**src/rtl/hex_keypad_scanner.sv**
```systemverilog
// 4x4 hex keypad scanner: walks an active-low column drive, debounces one key
// press/release on the synchronized rows, and reports a hex code with a strobe.
module hex_keypad_scanner #(
  parameter int SCAN_DIV     = 16,
  parameter int DEBOUNCE_CNT = 1000
) (
  input  logic       clk,
  input  logic       reset,
  input  logic [3:0] row_n,
  output logic [3:0] col_n,
  output logic [3:0] key,
  output logic       key_valid,
  output logic       key_held
);
  localparam int CMAX = (SCAN_DIV > DEBOUNCE_CNT) ? SCAN_DIV : DEBOUNCE_CNT;
  localparam int CW   = $clog2(CMAX + 1);
  localparam logic [CW-1:0] DWELL_LAST = CW'(SCAN_DIV - 1);
  localparam logic [CW-1:0] DB_LAST    = CW'(DEBOUNCE_CNT);

  typedef enum logic [1:0] {SCAN, DEBOUNCE, HELD, RELEASE} state_t;

  state_t        r_state, w_state_nx;
  logic [3:0]    r_row_m, r_row_s;
  logic [1:0]    r_col, w_col_nx;
  logic [1:0]    r_row, w_row_nx;
  logic [CW-1:0] r_dwell, w_dwell_nx;
  logic [CW-1:0] r_cnt, w_cnt_nx;
  logic [3:0]    r_key, w_key_nx;
  logic          r_valid, w_valid_nx;
  logic          r_held, w_held_nx;
  logic          w_row_low;
  logic [CW-1:0] w_cnt_inc;

  function automatic logic [CW-1:0] sat_inc(input logic [CW-1:0] v);
    return (v == {CW{1'b1}}) ? v : v + 1'b1;
  endfunction

  function automatic logic [1:0] lowest_low(input logic [3:0] r);
    if (!r[0])      return 2'd0;
    else if (!r[1]) return 2'd1;
    else if (!r[2]) return 2'd2;
    else            return 2'd3;
  endfunction

  function automatic logic [3:0] key_map(input logic [1:0] row, input logic [1:0] col);
    case ({row, col})
      4'b00_00: return 4'h1;  4'b00_01: return 4'h2;
      4'b00_10: return 4'h3;  4'b00_11: return 4'hA;
      4'b01_00: return 4'h4;  4'b01_01: return 4'h5;
      4'b01_10: return 4'h6;  4'b01_11: return 4'hB;
      4'b10_00: return 4'h7;  4'b10_01: return 4'h8;
      4'b10_10: return 4'h9;  4'b10_11: return 4'hC;
      4'b11_00: return 4'hE;  4'b11_01: return 4'h0;
      4'b11_10: return 4'hF;  default:  return 4'hD;
    endcase
  endfunction

  assign w_row_low = ~r_row_s[r_row];
  assign w_cnt_inc = sat_inc(r_cnt);

  always_comb begin
    w_state_nx = r_state;
    w_col_nx   = r_col;
    w_row_nx   = r_row;
    w_dwell_nx = r_dwell;
    w_cnt_nx   = r_cnt;
    w_key_nx   = r_key;
    w_valid_nx = 1'b0;
    w_held_nx  = r_held;
    case (r_state)
      SCAN: begin
        if (r_dwell == DWELL_LAST) begin
          w_dwell_nx = '0;
          if (r_row_s != 4'hF) begin
            w_row_nx   = lowest_low(r_row_s);
            w_cnt_nx   = '0;
            w_state_nx = DEBOUNCE;
          end else begin
            w_col_nx = r_col + 2'd1;
          end
        end else begin
          w_dwell_nx = sat_inc(r_dwell);
        end
      end
      DEBOUNCE: begin
        if (w_row_low) begin
          w_cnt_nx = w_cnt_inc;
          if (w_cnt_inc >= DB_LAST) begin
            w_state_nx = HELD;
            w_cnt_nx   = '0;
            w_key_nx   = key_map(r_row, r_col);
            w_valid_nx = 1'b1;
            w_held_nx  = 1'b1;
          end
        end else begin
          // Bounce: abandon this column and keep scanning from the next one.
          w_state_nx = SCAN;
          w_col_nx   = r_col + 2'd1;
          w_dwell_nx = '0;
        end
      end
      HELD: begin
        if (!w_row_low) begin
          w_state_nx = RELEASE;
          w_cnt_nx   = '0;
        end
      end
      default: begin
        if (w_row_low) begin
          w_state_nx = HELD;
          w_cnt_nx   = '0;
        end else begin
          w_cnt_nx = w_cnt_inc;
          if (w_cnt_inc >= DB_LAST) begin
            w_state_nx = SCAN;
            w_held_nx  = 1'b0;
            w_cnt_nx   = '0;
            w_col_nx   = r_col + 2'd1;
            w_dwell_nx = '0;
          end
        end
      end
    endcase
  end

  always_ff @(posedge clk or posedge reset) begin
    if (reset) begin
      r_row_m <= 4'hF;
      r_row_s <= 4'hF;
      r_state <= SCAN;
      r_col   <= 2'd0;
      r_row   <= 2'd0;
      r_dwell <= '0;
      r_cnt   <= '0;
      r_key   <= 4'h0;
      r_valid <= 1'b0;
      r_held  <= 1'b0;
    end else begin
      r_row_m <= row_n;
      r_row_s <= r_row_m;
      r_state <= w_state_nx;
      r_col   <= w_col_nx;
      r_row   <= w_row_nx;
      r_dwell <= w_dwell_nx;
      r_cnt   <= w_cnt_nx;
      r_key   <= w_key_nx;
      r_valid <= w_valid_nx;
      r_held  <= w_held_nx;
    end
  end

  assign col_n     = ~(4'b0001 << r_col);
  assign key       = r_key;
  assign key_valid = r_valid;
  assign key_held  = r_held;
endmodule
```
**config.mk**
```make
export PLATFORM = sky130hd
export DESIGN_NAME = hex_keypad_scanner
export DESIGN_NICKNAME = d
export VERILOG_FILES = /design/src/rtl/hex_keypad_scanner.sv
export SDC_FILE = /design/constraint.sdc
export NUM_CORES = 1
export LEC_CHECK = 0
export CELL_PAD_IN_SITES_DETAIL_PLACEMENT = 0
export CELL_PAD_IN_SITES_GLOBAL_PLACEMENT = 1
export CORE_ASPECT_RATIO = 0.8
export CORE_MARGIN = 3
export CORE_UTILIZATION = 48
export DETAILED_ROUTE_END_ITERATION = 10
export DONT_BUFFER_PORTS = 1
export PLACE_DENSITY_LB_ADDON = 0.1
export RECOVER_POWER = 25
export SLEW_MARGIN = 20
export SYNTH_ARGS = -nofsm -noshare
export SYNTH_HDL_FRONTEND = slang
export SYNTH_SLANG_ARGS = --single-unit
```
**constraint.sdc**
```tcl
create_clock -name clk -period 3.8 [get_ports clk]
set_clock_uncertainty 0.2 [all_clocks]
set_input_delay 0.76 -clock clk [delete_from_list [all_inputs] [get_ports clk]]
set_output_delay 0.76 -clock clk [all_outputs]
set_load 0.01 [all_outputs]
```
==> Word-level counts from Yosys, hierarchy flattened <==
Memories as Yosys holds them, arrays and structs flattened. A register that Yosys moved wholly into a read port is not among the register bits.
Index checks and enable logic that the tools add are counted.
{ "word_totals": {"reg_bits": 36, "romBits": 64, "in_bits": 6, "output_inout_bits": 10, "elab_cells": 87, "memories": 1} }
{ "classes": {"n_addsub": 3, "n_lt_le_gt_ge": 2, "n_eq_ne": 15, "shift": 1, "mux": 40, "bitwise_logic": 4, "n_reduce_logical": 12} }
{ "mem_list": {"columns": ["name", "depth", "word_bits", "rd", "rd_clocked_by_memory_dff", "write_ports", "line_no", "source"], "rows": [
  ["(no name shown)", 16, 4, 1, 1, 0, "46", "case ({row, col})"]
]} }
{ "ops": {"columns": ["op", "count"], "rows": [
  ["$mux W10", 11],
  ["$pmux W10 S3", 2],
  ["$mux W2", 14],
  ["$add A10 B1 Y10 const B", 2],
  ["$eq A10 B10 Y1 const B", 2],
  ["$ne A2 B2 Y1 const B", 6],
  ["$pmux W2 S3", 2],
  ["$eq A10 B4 Y1 const B", 1],
  ["$ge A10 B10 Y1 const B", 1],
  ["$reduce_and A5 Y1", 2],
  ["$mux W1", 9],
  ["$reduce_and A4 Y1", 2],
  ["$ne A3 B3 Y1 const B", 2],
  ["$reduce_and A3 Y1", 2],
  ["$reduce_and A6 Y1", 1],
  ["$ne A5 B1 Y1 const B", 1],
  ["$ne A4 B4 Y1 const B", 1],
  ["$not A4 Y4", 1],
  ["$reduce_bool A2 Y1", 2],
  ["$shl A1 B2 Y4 const A", 1],
  ["$lt A2 B3 Y1 const B", 1],
  ["$not A1 Y1", 3],
  ["$reduce_bool A3 Y1", 1],
  ["$add A2 B1 Y2 const B", 1],
  ["other kinds (6)", 6]
]} }

==> Logic depth before layout (Yosys ltp) <==
{ "depth": {"depth_word": 6, "ltp_mapped": 11, "depth_no_buf": 8} }

==> Worst setup path before layout <==
Ideal clock, no wire load.
{ "synth_timing": {"kind": "reg-to-reg", "start": "register r_cnt[0]", "end": "register r_col[1]", "setup_time_ns": 0.128, "arrival_ns": 2.722, "required_time_ns": 3.472, "path_slack_ns": 0.751, "path_stages_with_launch": 11, "path_buffers": 2, "cell_sequence": "dfrtp_1 ha_1 buf_4 nand4_1 o311ai_2 o32ai_1 or4b_1 buf_2 o31a_1 a211oi_2 mux2_1"} }
{ "synth_via": {"elab_chain_len": 5, "elab_cells_between_ends": 6, "cone_classes": "1 x add/sub; 1 x order compare; 1 x eq/ne; 1 x mux; 2 x reduce/logical"} }
{ "synth_rtl": {"columns": ["item", "line_no", "source"], "rows": [
  ["from (decl)", "27", "logic [CW-1:0] r_cnt, w_cnt_nx;"],
  ["from (signal assigned)", "145", "r_cnt <= w_cnt_nx;"],
  ["$add A10 B1 Y10 or $eq A10 B10 Y1 (tied branches)", "35", "return (v == {CW{1'b1}}) ? v : v + 1'b1;"],
  ["$mux W10 (*)", "35", null],
  ["$ge A10 B10 Y1 (*)", "114", "if (w_cnt_inc >= DB_LAST) begin"],
  ["$reduce_bool A3 Y1 (no source line) (*)", null, null],
  ["$reduce_and A6 Y1 (no source line) (*)", null, null],
  ["to (signal assigned)", "142", "r_col <= w_col_nx;"],
  ["to (decl)", "24", "logic [1:0] r_col, w_col_nx;"]
]} }
Every way passes the cells marked *; elsewhere a longest branch is shown, timed or not.
A chain may end at the register's enable or synchronous reset.

==> Final worst setup path <==
Same ends and word-level chain as after synthesis.

==> results.yml <==
logic_synthesis:
  ys_types: 53
  synth_top_area_share_pct: 33.84
  ys.flop_type: "dfrtp_1"
  yosysSeqAreaShare_pct: 42.73
  synthArstFlopShare_pct: 100.0
  post_synth_fa_ha_maj_area_fraction_pct: 6.346
  synth.avg_cell_area_sq_um: 9.206
  yosysTopAreaCell: "dfrtp_1"
  synth_top_family_by_area: "compound AO/OA/AOI/OAI gates"
  synth.ff_latch_count: 40
  synth-compound-area-share_pct: 21.58
  synth_mux_area_share_pct: 4.019
  synth_area_sq_um: 2366
  synth_cells: 257
  synthXorXnorAreaFrac_pct: 0.7403
  syn_nets: 275
  yosys-top-cells-area: "dfrtp_1, dfstp_2, ha_1, nand2_1, a21oi_1"
  synth-edff-count: 0
  synth_common_cells: "dfrtp_1, nand2_1, nor2_1"
  synth_warnings: 0
  synthSimpleGateAreaFrac_pct: 19.67
  synth_most_common_cell: "dfrtp_1"
floorplanning:
  die_w_um: 84.50
  rows: 22
  start_util_pct: 50.56
  die_area_sq_um: 5813
  die_h_um: 68.80
  core-area_sq_um: 4679
  ioPinCount: 16
placement:
  place.gp.congestion: 0.8028
  port-buffer-count: 0
  dp_hpwl_mm: 3.414
  place_area_sq_um: 2407
sta:
  relSlewSlack_pct: 41.35
  slew_violations: 0
  tns_ns: 0
  report.final.hold_viol_count: 0
  finalCritPeriodShare_pct: 90.67
  rsz0062_at_grt: "no"
  worstMarginPinSlew_ns: 0.8788
  period_needed_ns: 3.446
  finalSetupViolations: 0
  max_freq_mhz: 290.2
clocking:
  cts.sinks: 40
  cts_buffers: 5
  ctsHoldBuffers: 0
  htreeDepth: 2
  clkTransAtPathRegs_ns: 0.08
  postCtsSetupRepairBufs: 0
  cts_tree: "yes"
  clkLatencyLatePin_ns: 0.29
  cts_buffer_depth: 2
  cts_root_buffer: "clkbuf_8"
  ctsResizeCount: 0
grt:
  grt_use_met1_pct: 26.33
  met3_usage_pct: 3.800
  grt_pass1_vias: 1576
  track_usage_pct: 17.25
  antenna_found_initial: 0
  grt_max_degree: 25
  grt.busiest_layer: "met1"
  grt_overflow: 0
  met2_usage_pct: 24.02
  grt_pass1_wl_mm: 7.900
min_path:
  holdPathStages: 0
  min_path_type: "flip-flop to flip-flop"
final_layout:
  postLayoutCoreUtil_pct: 53.42
  nNetsFinal: 273
  design_area_sq_um: 2500
  n_antenna_cell: 0
  drive_gt1_share_pct: 12.50
  synthToLayoutAreaGrowth_pct: 5.658
critical_path:
  crit_chain: "ha_1 > nand4_1 > o311ai_2 > o32ai_1 > or4b_1 > o31a_1 > a211oi_2 > mux2_1"
  reg2regPathDepth: 8
  reg2reg_slack_ns: 0.35
  crit_path_start_kind: "flip-flop"
  arrival_ns: 3.42
  cp-end-kind: "flip-flop"
  crit_fanout: 11
  crit_type: "flip-flop to flip-flop"
  crit_slowest_cell: "or4b_1"
  slowest_delay_ns: 0.50
  crit_required_ns: 3.77
route:
  vias_per_cell: 5.861
  wl_per_cell_um: 14.81
  vias: 1852
  drtIter0Drc: 80
  ant_nets: 0
  drc: 0
  wl_mm: 4.681
  firstDrtPassIters: 4
job:
  max_cap_violations: 0
pwr:
  p_per_area_nw_per_um2: 585.1
  vdd_drop_max_mv: 0.3238
  p_leak_nw: 1.078
  total_power_mw: 1.463
outcome:
  status: "finished clean"
==> path summary, 6_finish.rpt <==
kind / to / from
min in group asynchronous: r_dwell[3]$_DFFE_PP0P_ / reset
max: r_col[1]$_DFFE_PP0P_ / r_cnt[0]$_DFFE_PP0P_
min: r_row_s[0]$_DFF_PP1_ / r_row_m[0]$_DFF_PP1_
max in group asynchronous: key[2]$_DFFE_PP0P_ / reset
max reg2reg: r_col[1]$_DFFE_PP0P_ / r_cnt[0]$_DFFE_PP0P_
min reg2reg: r_row_s[0]$_DFF_PP1_ / r_row_m[0]$_DFF_PP1_
==> final cells by class <==
type                            count  area (sq um)
Fill cell                         439          2180
Multi-Input combinational cell    190          1239
Sequential cell                    40          1011
Clock buffer                        6         82.58
Tap cell                           60         75.07
Inverter                           14         52.55
Timing Repair Buffer                4         30.03
Clock inverter                      2         10.01
==> kinds of logic (layout without fill, tap and decap cells) <==
| logic type | after synthesis | in the layout |
|---|---|---|
| simple gates | 96 | 96 |
| mux | 9 | 9 |
| xor+xnor | 2 | 2 |
| fa+ha+maj | 12 | 12 |
| compound gates | 71 | 71 |
| buf+inv | 27 | 26 |
| flops | 40 | 40 |
==> critical path, delay by kind of cell, from the launching register on <==
| kind | cells | cell delay (ns) |
|---|---|---|
| AO/OA/AOI/OAI | 4 | 1.25 |
| adder cells (fa/ha/maj) | 1 | 0.36 |
| flip-flops | 1 | 0.42 |
| multiplexers | 1 | 0.35 |
| AND/OR/NAND/NOR | 2 | 0.75 |
==> registers in the layout (all words and copies together), names as in the netlist, named ones only <==
signal,cells
r_dwell,10
r_row,2
r_state,1
key,4
r_row_s,4
key_valid,1
r_row_m,4
r_col,2
r_cnt,10
key_held,1
==> through the flow <==
step	instances	setup WS [ns]	hold slack, ns
floorplan	257	0.7508	0.1452
global placement	308	0.5116	0.1461
detailed placement	308	0.3924	0.1468
CTS	316	0.3721	0.1576
global route	316	0.1272	0.1604
finish	316	0.3544	0.1563
==> per-layer routing <==
metal / wire length [um] / up-vias
met1: 2500 / 865
met4: 52 / 0
li1: - / 927
met2: 1874 / 53
met5: 0 / -
met3: 254 / 7
==> power by group <==
group / internal [mW] / switching (mW) / leakage (nW)
combinational: 0.220 / 0.401 / 0.510
sequential: 0.484 / 0.0709 / 0.517
clock: 0.145 / 0.142 / 0.0510
total: 0.849 / 0.614 / 1.08
==> cells in the final DEF, fill, tap and decap left out, drive strengths merged, types with 8 or more instances in the layout <==
master | synthesis | routed
dfstp | 8 | 8
ha | 12 | 12
dfrtp | 32 | 32
nand3 | 16 | 16
inv | 14 | 14
nor2 | 24 | 24
a21oi | 19 | 19
nand2 | 26 | 26
o21ai | 18 | 18
(Power assumes the default switching activity.)
